===== src/rtl/sync_fifo_pkg.sv =====
// Shared defaults for the synchronous FIFO slice.
package sync_fifo_pkg;
  localparam int DEF_DATA_WIDTH = 8;
  localparam int DEF_DEPTH      = 8;

  // Width of a pointer into a power-of-two storage array.
  function automatic int ptr_w(input int depth);
    return $clog2(depth);
  endfunction
endpackage


===== src/rtl/fifo_mem.sv =====
// FIFO storage: DEPTH x DATA_WIDTH array, synchronous write, registered read port.
module fifo_mem
  import sync_fifo_pkg::*;
#(
  parameter int DATA_WIDTH = DEF_DATA_WIDTH,
  parameter int DEPTH      = DEF_DEPTH,
  parameter int AW         = ptr_w(DEPTH)
) (
  input  logic                  clk,
  input  logic                  i_rst,
  input  logic                  i_we,
  input  logic [AW-1:0]         i_waddr,
  input  logic [DATA_WIDTH-1:0] i_wdata,
  input  logic                  i_re,
  input  logic [AW-1:0]         i_raddr,
  output logic [DATA_WIDTH-1:0] o_rdata
);

  logic [DATA_WIDTH-1:0] r_mem [DEPTH];
  logic [DATA_WIDTH-1:0] r_rdata;

  // Array is deliberately left out of reset.
  always_ff @(posedge clk) begin
    if (i_we) r_mem[i_waddr] <= i_wdata;
  end

  // Read-before-write on a shared address returns the old word.
  always_ff @(posedge clk) begin
    if (i_rst)     r_rdata <= '0;
    else if (i_re) r_rdata <= r_mem[i_raddr];
  end

  assign o_rdata = r_rdata;

endmodule


===== src/rtl/sync_fifo.sv =====
// Synchronous FIFO: pointer, occupancy and flag control around fifo_mem.
module sync_fifo
  import sync_fifo_pkg::*;
#(
  parameter int DATA_WIDTH = DEF_DATA_WIDTH,
  parameter int DEPTH      = DEF_DEPTH
) (
  input  logic                  clk,
  input  logic                  rst_n,
  input  logic                  w_en,
  input  logic                  r_en,
  input  logic [DATA_WIDTH-1:0] data_in,
  output logic [DATA_WIDTH-1:0] data_out,
  output logic                  full,
  output logic                  empty
);

  localparam int AW = ptr_w(DEPTH);
  localparam int CW = AW + 1;

  logic [AW-1:0] r_wptr, r_rptr;
  logic [CW-1:0] r_count;
  logic          w_wr_acc, w_rd_acc;

  // rst_n is active-high despite its name.
  assign full     = (r_count == CW'(DEPTH));
  assign empty    = (r_count == '0);
  assign w_rd_acc = r_en && !empty;
  assign w_wr_acc = w_en && (!full || w_rd_acc);

  always_ff @(posedge clk) begin
    if (rst_n) begin
      r_wptr  <= '0;
      r_rptr  <= '0;
      r_count <= '0;
    end else begin
      if (w_wr_acc) r_wptr <= r_wptr + AW'(1);
      if (w_rd_acc) r_rptr <= r_rptr + AW'(1);
      case ({w_wr_acc, w_rd_acc})
        2'b10:   r_count <= r_count + CW'(1);
        2'b01:   r_count <= r_count - CW'(1);
        default: r_count <= r_count;
      endcase
    end
  end

  fifo_mem #(
    .DATA_WIDTH (DATA_WIDTH),
    .DEPTH      (DEPTH),
    .AW         (AW)
  ) u_mem (
    .clk     (clk),
    .i_rst   (rst_n),
    .i_we    (w_wr_acc && !rst_n),
    .i_waddr (r_wptr),
    .i_wdata (data_in),
    .i_re    (w_rd_acc && !rst_n),
    .i_raddr (r_rptr),
    .o_rdata (data_out)
  );

endmodule


===== config.mk =====
export PLATFORM = sky130hd
export DESIGN_NAME = sync_fifo
export DESIGN_NICKNAME = d
export VERILOG_FILES = /design/src/rtl/sync_fifo_pkg.sv /design/src/rtl/fifo_mem.sv /design/src/rtl/sync_fifo.sv
export SDC_FILE = /design/constraint.sdc
export NUM_CORES = 1
export LEC_CHECK = 0
export ABC_CLOCK_PERIOD_IN_PS = 7000
export BUFFER_PORTS_ARGS = -buffer_cell sky130_fd_sc_hd__buf_4
export CORE_MARGIN = 4
export CORE_UTILIZATION = 35
export DETAILED_ROUTE_END_ITERATION = 10
export GPL_TIMING_DRIVEN = 0
export PLACE_DENSITY = 0.57
export SYNTH_ARGS = -nofsm -noshare
export SYNTH_HDL_FRONTEND = slang
export SYNTH_HIERARCHICAL = 1
export SYNTH_SLANG_ARGS = --single-unit

===== constraint.sdc =====
create_clock -name clk -period 7 [get_ports clk]
set_input_delay 0.7 -clock clk [delete_from_list [all_inputs] [get_ports clk]]
set_output_delay 0.7 -clock clk [all_outputs]
set_load 0.02 [all_outputs]

; Yosys cells after proc, flatten, opt, wreduce, memory -nomap -nowiden
; Memory sizes are Yosys's and may differ from the RTL's. A register that Yosys moved wholly into a read port is not among the register bits.
; Cells that the tools add are included.
[totals]
ff_bits = 10
mem_bits_rw = 64
inputBits = 12
out_inout_bits = 10
word_cells = 24
memories = 1
[mem_list]
columns = name, words, width, read_ports, rd_clocked_by_memory_dff, write_ports, line
row1 = u_mem.r_mem, 8, 8, 1, 1, 1, fifo_mem.sv:19  ; logic [DATA_WIDTH-1:0] r_mem [DEPTH];
[classes]
n_addsub = 4
n_eq_ne = 3
n_mux = 3
n_reduce_logical = 10
[op_table]
columns = op, n
row1 = 4-bit case mux with 2 select lines, 1
row2 = 3-bit by 1-bit adder with 3-bit output (second input constant), 2
row3 = 4-bit by 1-bit adder with 4-bit output (second input constant), 1
row4 = 4-bit equality test (second input constant), 1
row5 = 1-bit logical AND, 4
row6 = 4-bit zero test, 1
row7 = 4-bit by 1-bit subtractor with 4-bit output (second input constant), 1
row8 = 1-bit zero test, 3
row9 = 2-bit by 1-bit equality test with 1-bit output (second input constant), 1
row10 = 2-bit equality test (second input constant), 1
row11 = 1-bit two-way mux, 2
row12 = 2-bit nonzero test, 1
row13 = 1-bit logical OR, 1

; Depth between registers and ports, before layout
; Gate-level depths: netlist (run 1).
[depth]
ltp_word = 8
ltp_mapped = 10
mapped_depth_nobuf = 10

; Cells and area by module
; The synthesis (run 1) kept the hierarchy.
[by_module_without_submodules]
columns = mod, instances, cells_per_inst, area_each_um2, seq_area_each_um2
row1 = fifo_mem, 1, 162, 2812.7, 2082.0
row2 = sync_fifo, 1, 59, 530.5, 200.2

; Worst setup path after synthesis (run 1)
; No wires, ideal clock.
[synth_timing]
path_kind = register -> register
startpoint = reg r_count[0]
endpoint = reg r_count[3]
setup_ns = 0.070
arrival_ns = 2.780
required_time_ns = 6.930
setup_slack_ns = 4.151
stages_incl_launch_ff = 10
path_buffers = 0
period_less_slack_ns = 2.849
path_cell_list = dfxtp_1 nor4_1 nand2b_1 inv_1 ha_1 ha_1 a21oi_1 a21oi_1 or4_1 a21oi_1
[synth_via]
elab_chain_cells = 7
word_cells_on_any_way = 13
cone_classes = 2 x add/sub / 3 x eq/ne / 1 x mux / 7 x reduce/logical
[synth_lines]
columns = item, line
row1 = start: declaration, sync_fifo.sv:22  ; logic [CW-1:0] r_count;
row2 = start signal: assignment, sync_fifo.sv:40  ; 2'b10: r_count <= r_count + CW'(1);
row3 = start signal: assignment, sync_fifo.sv:41  ; 2'b01: r_count <= r_count - CW'(1);
row4 = start signal: assignment, sync_fifo.sv:42  ; default: r_count <= r_count;
row5 = 4-bit zero test (*), sync_fifo.sv:27  ; assign empty = (r_count == '0);
row6 = net empty, sync_fifo.sv:15  ; output logic empty
row7 = 1-bit zero test (*), sync_fifo.sv:28  ; assign w_rd_acc = r_en && !empty;
row8 = 1-bit logical AND (*), sync_fifo.sv:28
row9 = net w_rd_acc, sync_fifo.sv:23  ; logic w_wr_acc, w_rd_acc;
row10 = 1-bit logical OR, sync_fifo.sv:29  ; assign w_wr_acc = w_en && (!full || w_rd_acc);
row11 = 1-bit logical AND, sync_fifo.sv:29
row12 = 2-bit by 1-bit equality test with 1-bit output / 2-bit equality test (equally long branches), sync_fifo.sv:39  ; case ({w_wr_acc, w_rd_acc})
row13 = 4-bit case mux with 2 select lines / 2-bit nonzero test (equally long branches), -
; Mark *: on every way through the listed nets, which the timed path passes. The rest lies on a longest branch.
; A chain may end at the register's enable or synchronous reset.

; Worst setup path in the final report (run 1)
[layout_timing]
startpoint = reg r_count[0]
endpoint = reg r_count[3]
[layout_via]
elab_chain_cells = 7
word_cells_on_any_way = 13
cone_classes = 2 x add/sub / 3 x eq/ne / 1 x mux / 7 x reduce/logical
[layout_lines]
columns = item, line
row1 = 4-bit zero test, sync_fifo.sv:27
row2 = 1-bit zero test, sync_fifo.sv:28
row3 = 1-bit logical AND, sync_fifo.sv:28
row4 = 1-bit logical OR, sync_fifo.sv:29
row5 = 1-bit logical AND, sync_fifo.sv:29
row6 = 2-bit by 1-bit equality test with 1-bit output / 2-bit equality test (equally long branches), sync_fifo.sv:39
row7 = 4-bit case mux with 2 select lines / 2-bit nonzero test (equally long branches), -
; Parallel ways exist; a longest one is shown, timed or not.

==> results of run 1 <==
==> where the power goes <==
group	total (mW)	leakage [nW]	internal [mW]	switching, mW
Clock	0.289	0.0730	0.127	0.162
Sequential	0.583	0.725	0.558	0.0258
Combinational	0.339	0.480	0.159	0.180
Total	1.21	1.28	0.844	0.367
==> worst register-to-register path, cell delays in order (launching register included) <==
cell and delay, ns:
dfxtp_1 0.36, or4b_4 0.59, o21ai_4 0.21, ha_1 0.22, ha_1 0.27, a21oi_1 0.18, a21oi_1 0.10, or4_1 0.47
a21oi_1 0.14
==> final timing paths <==
path / startpoint / to / slack (ns) / cells past startpoint
setup reg to reg: r_count[0] / r_count[3] / 4.40 / 8
hold reg to reg: u_mem/o_rdata[3] / u_mem/o_rdata[3] / 0.48 / 2
setup / recovery: r_count[0] / r_count[3] / 4.40 / 8
hold / removal: u_mem/o_rdata[3] / u_mem/o_rdata[3] / 0.48 / 2
==> routing by layer <==
layer,up-vias,track usage
met5,-,0
met2,36,0.1940
met1,959,0.1679
met4,0,0.07031
met3,14,0.02388
li1,904,-
==> cell usage after synthesis <==
cell / number / area (um2)
o211ai_1: 1 / 7.510
clkbuf_1: 3 / 11.26
buf_6: 2 / 22.52
dfxtp_1: 18 / 360.4
nor4_1: 1 / 6.260
nor2_1: 27 / 101.4
o22ai_1: 7 / 43.79
a221o_1: 7 / 70.07
o21ai_4: 1 / 16.27
buf_12: 2 / 40.04
a21oi_1: 6 / 30.03
nand2_1: 6 / 22.52
or4b_4: 1 / 13.76
xor2_1: 5 / 43.79
nor2b_1: 1 / 6.260
ha_1: 5 / 62.56
and3_1: 1 / 6.260
buf_1: 3 / 11.26
nand2b_1: 5 / 31.28
o31ai_1: 1 / 7.510
a211oi_2: 2 / 25.02
a211oi_1: 6 / 45.04
nor3_1: 2 / 10.01
nand3_1: 1 / 5.000
or4_1: 1 / 7.510
fa_1: 1 / 20.02
mux2i_1: 17 / 170.2
xnor2_1: 1 / 8.760
a22oi_1: 1 / 7.510
o221ai_1: 1 / 8.760
edfxtp_1: 64 / 1922
mux2_2: 16 / 180.2
inv_1: 5 / 18.77
==> cell usage in the layout, fill, tap and decap left out, types with 2 or more instances in the layout <==
| cell | synthesis | layout |
|---|---|---|
| xor2_1 | 5 | 5 |
| mux2i_1 | 17 | 17 |
| a211oi_2 | 2 | 2 |
| a211oi_1 | 6 | 6 |
| buf_1 | 3 | 3 |
| buf_4 | 0 | 21 |
| o22ai_1 | 7 | 7 |
| a21oi_1 | 6 | 6 |
| ha_1 | 5 | 5 |
| buf_6 | 2 | 2 |
| nand2_1 | 6 | 6 |
| buf_12 | 2 | 2 |
| inv_1 | 5 | 5 |
| clkinvlp_4 | 0 | 3 |
| clkbuf_8 | 0 | 9 |
| dfxtp_1 | 18 | 18 |
| a221o_1 | 7 | 7 |
| nor2_1 | 27 | 27 |
| edfxtp_1 | 64 | 64 |
| nand2b_1 | 5 | 5 |
| nor3_2 | 0 | 2 |
| mux2_2 | 16 | 16 |
| clkbuf_1 | 3 | 5 |
==> state kept, by name (all words and copies together) (netlist names) <==
register       flops
u_mem/o_rdata      8
u_mem/r_mem       64
r_count            4
r_rptr             3
r_wptr             3
==> metrics by stage <==
step                      hold slack [ns]  cell area, um2
after floorplan                    0.4555            3343
after global placement             0.4788            3662
after detailed placement           0.4799            3667
after CTS                          0.4908            3830
after global routing               0.5253            3835
final                              0.4848            3835
==> layout make-up <==
cell class / count / area, um2
Tap cell: 129 / 161.4
Clock inverter: 5 / 31.28
Fill cell: 897 / 5449
Inverter: 5 / 18.77
Timing Repair Buffer: 21 / 157.7
Buffer: 10 / 85.08
Clock buffer: 11 / 131.4
Multi-Input combinational cell: 124 / 967.2
Sequential cell: 82 / 2282
==> cell families after synthesis <==
logic type,Yosys count,share of synthesized area
adder cells (fa/ha/maj),6,0.02470
AND/OR/NAND/NOR,46,0.06288
AO/OA/AOI/OAI,33,0.07822
buffers and inverters,15,0.03106
multiplexers,33,0.1048
flip-flops,82,0.6826
XOR/XNOR,6,0.01572
==> impl_metrics.env, run 1 <==
export IMPL_status="completed"
export IMPL_grt_pass1_vias=1937
export IMPL_dp_slack_ns=4.113
export IMPL_ys_ff_latch=82
export IMPL_fp_dieH_um=105.7
export IMPL_top_layer="met4"
export IMPL_critical_path_top_delay_family="simple AND/OR/NAND/NOR gates"
export IMPL_post_route_period_util=0.3719
export IMPL_hold_buffers=0
export IMPL_drive_gt1_frac=0.2326
export IMPL_fmax_mhz=384.2
export IMPL_critical_path_cell_chain="or4b_4 -> o21ai_4 -> ha_1 -> ha_1 -> a21oi_1 -> a21oi_1 -> or4_1 -> a21oi_1"
export IMPL_cp_slowest_stage_delay_ns=0.59
export IMPL_finalSetupViolations=0
export IMPL_dp_hpwl_um=4201
export IMPL_cts_sinks=82
export IMPL_syn_area_mm2=0.003343
export IMPL_die_w_um=105.7
export IMPL_grt_usage=0.1263
export IMPL_routedWlPerCell_um=17.03
export IMPL_seq_area_frac_synth=0.6826
export IMPL_dr_pass1_iters=4
export IMPL_ir_drop_mv=0.08087
export IMPL_crit_slowest_cell="or4b_4"
export IMPL_clockBufferDepth=2
export IMPL_start_util=0.3601
export IMPL_cts_setup_buffers=0
export IMPL_final_nets=271
export IMPL_drc=0
export IMPL_start_kind="register"
export IMPL_coreArea_mm2=0.009284
export IMPL_vias=1913
export IMPL_grt_overflow=0
export IMPL_hold_viol=0
export IMPL_fin_tns_setup_ns=0
export IMPL_finalMaxSlewViolations=0
export IMPL_power_mw=1.212
export IMPL_rsz0062_at_grt="no"
export IMPL_cts_tree="built"
export IMPL_yosysUniqueCellTypes=33
export IMPL_critical_path_class="reg2reg"
export IMPL_synth_area_per_cell_um2=15.13
export IMPL_cpMostUsedCell="a21oi_1"
export IMPL_antenna_left=0
export IMPL_clk_latency_ns=0.34
export IMPL_tightest_slew_ns=1.025
export IMPL_h_tree_depth=3
export IMPL_syn_inst=221
export IMPL_root_buffer="clkbuf_8"
export IMPL_rows=35
export IMPL_grt_max_degree=14
export IMPL_fin_worst_skew_ns=0.007635
export IMPL_antenna_found_initial=0
export IMPL_crit_required_ns=7.27
export IMPL_hold_path_class="reg2reg"
export IMPL_antenna_cells=0
export IMPL_worstPathArrival_ns=2.88
export IMPL_cts_clk_slew_worst_paths_ns=0.08
export IMPL_drt_iter0_drc=114
export IMPL_end_kind="register"
export IMPL_maxSlewHeadroom=0.3141
export IMPL_instances_no_fill=387
export IMPL_place_gp_congestion=0.6920
export IMPL_route_met3_wl_um=226
export IMPL_floorplan_die_area_mm2=0.01118
export IMPL_cts_resized=0
export IMPL_static_leakage_power_nw=1.278
export IMPL_synth_nets=239
export IMPL_pin_count=22
export IMPL_period_minus_slack_ns=2.603
export IMPL_path_buf_inv=0
export IMPL_drv_cap=0
export IMPL_post_drt_via_cell_ratio=4.943
export IMPL_grt_pass1_wl_um=10380
export IMPL_dr_wl_met2_um=3126
export IMPL_worst_slack_ns=4.397
export IMPL_portBuffers=21
export IMPL_dp_cells=371
export IMPL_area_growth_synth_to_final_pct=14.71
export IMPL_power_density_mw_per_mm2=315.9
export IMPL_wirelength_um=6592
export IMPL_ys_warn_count=6
export IMPL_cts_buffers=9
export IMPL_cp_max_fo=5
export IMPL_met1_length_um=3062
export IMPL_fin_util=0.4131
(Power assumes the default switching activity.)
==> run 2, diff against run 1 <==
--- a/config.mk
+++ b/config.mk
@@ -5,7 +5,7 @@
 export SDC_FILE = /design/constraint.sdc
 export NUM_CORES = 1
 export LEC_CHECK = 0
-export ABC_CLOCK_PERIOD_IN_PS = 7000
+export ABC_CLOCK_PERIOD_IN_PS = 2400
 export BUFFER_PORTS_ARGS = -buffer_cell sky130_fd_sc_hd__buf_4
 export CORE_MARGIN = 4
 export CORE_UTILIZATION = 35
==> constraint.sdc (replaced) <==
create_clock -name clk -period 2.4 [get_ports clk]
set_input_delay 0.24 -clock clk [delete_from_list [all_inputs] [get_ports clk]]
set_output_delay 0.24 -clock clk [all_outputs]
set_load 0.02 [all_outputs]
==> run 2 against run 1 <==
  * Setup slack lost 4.4 ns
  * Combinational power grew to 3.1 times the previous value
  * Register-to-register slack lost 4.4 ns
  * Clock-buffer cell count grew 1
  * Design area grew 2.6%
  * Flip-flop and latch count is the same
  * Sequential share of layout area shrank 1.2 points
  * Final cell count grew 0.78%
  * Critical path depth is the same
  * Utilization grew 1.1 points
  * Total power grew to 3.0 times the previous value
  * Critical path type unchanged
  * Largest cell class unchanged
  * Largest power group unchanged
==> impl_metrics.env, run 2 (same netlist as run 1, synthesis figures left out) <==
export IMPL_clk_latency_ns=0.33
export IMPL_drive_gt1_frac=0.2797
export IMPL_coreArea_mm2=0.009284
export IMPL_antenna_left=0
export IMPL_pin_count=22
export IMPL_root_buffer="clkbuf_8"
export IMPL_ir_drop_mv=0.2486
export IMPL_cts_sinks=82
export IMPL_place_gp_congestion=0.6761
export IMPL_floorplan_die_area_mm2=0.01118
export IMPL_final_nets=274
export IMPL_vias=1841
export IMPL_top_register="u_mem/r_mem"
export IMPL_dr_pass1_iters=4
export IMPL_drt_iter0_drc=54
export IMPL_die_w_um=105.7
export IMPL_area_growth_synth_to_final_pct=17.66
export IMPL_dp_cells=371
export IMPL_crit_path_start="r_count[1]"
export IMPL_grt_pass1_wl_um=9556
export IMPL_drv_cap=0
export IMPL_cts_clk_slew_worst_paths_ns=0.08
export IMPL_worstPathArrival_ns=2.66
export IMPL_dp_hpwl_um=4208
export IMPL_fin_worst_skew_ns=0.009047
export IMPL_routedWlPerCell_um=15.90
export IMPL_clockBufferDepth=2
export IMPL_wirelength_um=6200
export IMPL_hold_viol=0
export IMPL_fin_util=0.4237
export IMPL_instances_no_fill=390
export IMPL_crit_end="r_count[3]"
export IMPL_drc=0
export IMPL_rows=35
export IMPL_start_util=0.3601
export IMPL_grt_pass1_vias=1805
export IMPL_antenna_cells=0
export IMPL_cts_buffers=9
export IMPL_static_leakage_power_nw=1.312
export IMPL_power_density_mw_per_mm2=927.8
export IMPL_critical_path_class="reg2reg"
export IMPL_tightest_slew_ns=0.8293
export IMPL_grt_max_degree=14
export IMPL_cts_tree="built"
export IMPL_start_kind="register"
export IMPL_placed_area_mm2=0.003706
export IMPL_grt_overflow=0
export IMPL_r2r_setup_slack_ns=0.003
export IMPL_portBuffers=21
export IMPL_fmax_mhz=417.2
export IMPL_final_common_cell="edfxtp_1"
export IMPL_h_tree_depth=3
export IMPL_fp_dieH_um=105.7
export IMPL_mostFrequentLayoutCells="edfxtp_1, nor2_1, buf_4, mux2i_1, mux2_2"
export IMPL_hold_path_class="in2reg"
export IMPL_maxSlewHeadroom=0.4441
export IMPL_finalSetupViolations=0
export IMPL_finalMaxSlewViolations=0
export IMPL_r2r_start="r_count[1]"
export IMPL_period_minus_slack_ns=2.397
export IMPL_post_drt_via_cell_ratio=4.721
export IMPL_largest_reg_flops=64
export IMPL_crit_required_ns=2.67
export IMPL_cp_max_fo=3
export IMPL_reg2regPathDepth=8
export IMPL_reg2reg_to="r_count[3]"
export IMPL_end_kind="register"
export IMPL_post_route_period_util=0.9987
export IMPL_status="completed"
export IMPL_grt_usage=0.1155
export IMPL_antenna_found_initial=0
export IMPL_finish_instance_area_mm2=0.003934
export IMPL_rsz0062_at_grt="yes"
-- run 2: worst min-delay path by stage --
stage,to,cells after the start,slack [ns],startpoint
floorplan,r_count[3],1,0.31,rst_n
global placement,r_count[3],2,0.44,rst_n
detailed placement,r_rptr[1],2,0.44,rst_n
CTS,r_count[3],2,0.06,rst_n
global route,r_count[3],2,0.06,rst_n
finish,r_count[3],2,0.08,rst_n
-- run 2: layout make-up --
cell class	count	area, um2
Buffer	10	85.08
Clock buffer	12	145.1
Clock inverter	4	27.53
Fill cell	889	5350
Inverter	5	18.77
Multi-Input combinational cell	124	1023
Sequential cell	82	2292
Tap cell	129	161.4
Timing Repair Buffer	24	180.2
-- run 2: what timing repair did --
| item | in CTS | in global routing |
|---|---|---|
| buffers inserted | 3 | 0 |
| pin swaps | 3 | 0 |
| resized for setup | 7 | 3 |
| setup endpoints to repair | 17 | 1 |
| hold buffers | 0 | 0 |
| cloned | 0 | 0 |
-- run 2: layer usage --
layer	GRT usage	wire length, um
met5	0	0
met2	0.1803	2951
met1	0.1547	2933
met4	0.04995	71
met3	0.02572	243
-- run 2: worst max-delay path, cell delays in order, from the launching register on --
cell and delay [ns]:
dfxtp_4 0.36, or4b_4 0.56, o21ai_4 0.21, ha_4 0.18
ha_4 0.21, a21oi_2 0.13, a21oi_1 0.09, or4_1 0.46
a21oi_1 0.12
-- run 2: per-stage QoR --
| step | setup TNS [ns] | setup slack, ns | total power [mW] | hold slack (ns) |
|---|---|---|---|---|
| 2_1_floorplan | 0 | 0.02378 | 2.517 | 0.3091 |
| 3_3_place_gp | -1.191 | -0.1004 | 2.769 | 0.4369 |
| 3_5_place_dp | -2.247 | -0.1668 | 2.776 | 0.4398 |
| 4_1_cts | 0 | 0.006750 | 3.687 | 0.05989 |
| 5_1_grt | -0.09540 | -0.09540 | 3.874 | 0.06064 |
| 6_report | 0 | 0.003020 | 3.650 | 0.07882 |
-- run 2: power by group --
group / internal [mW] / leakage [nW] / switching (mW)
Combinational: 0.541 / 0.504 / 0.519
Clock: 0.403 / 0.0802 / 0.461
Sequential: 1.64 / 0.727 / 0.0880
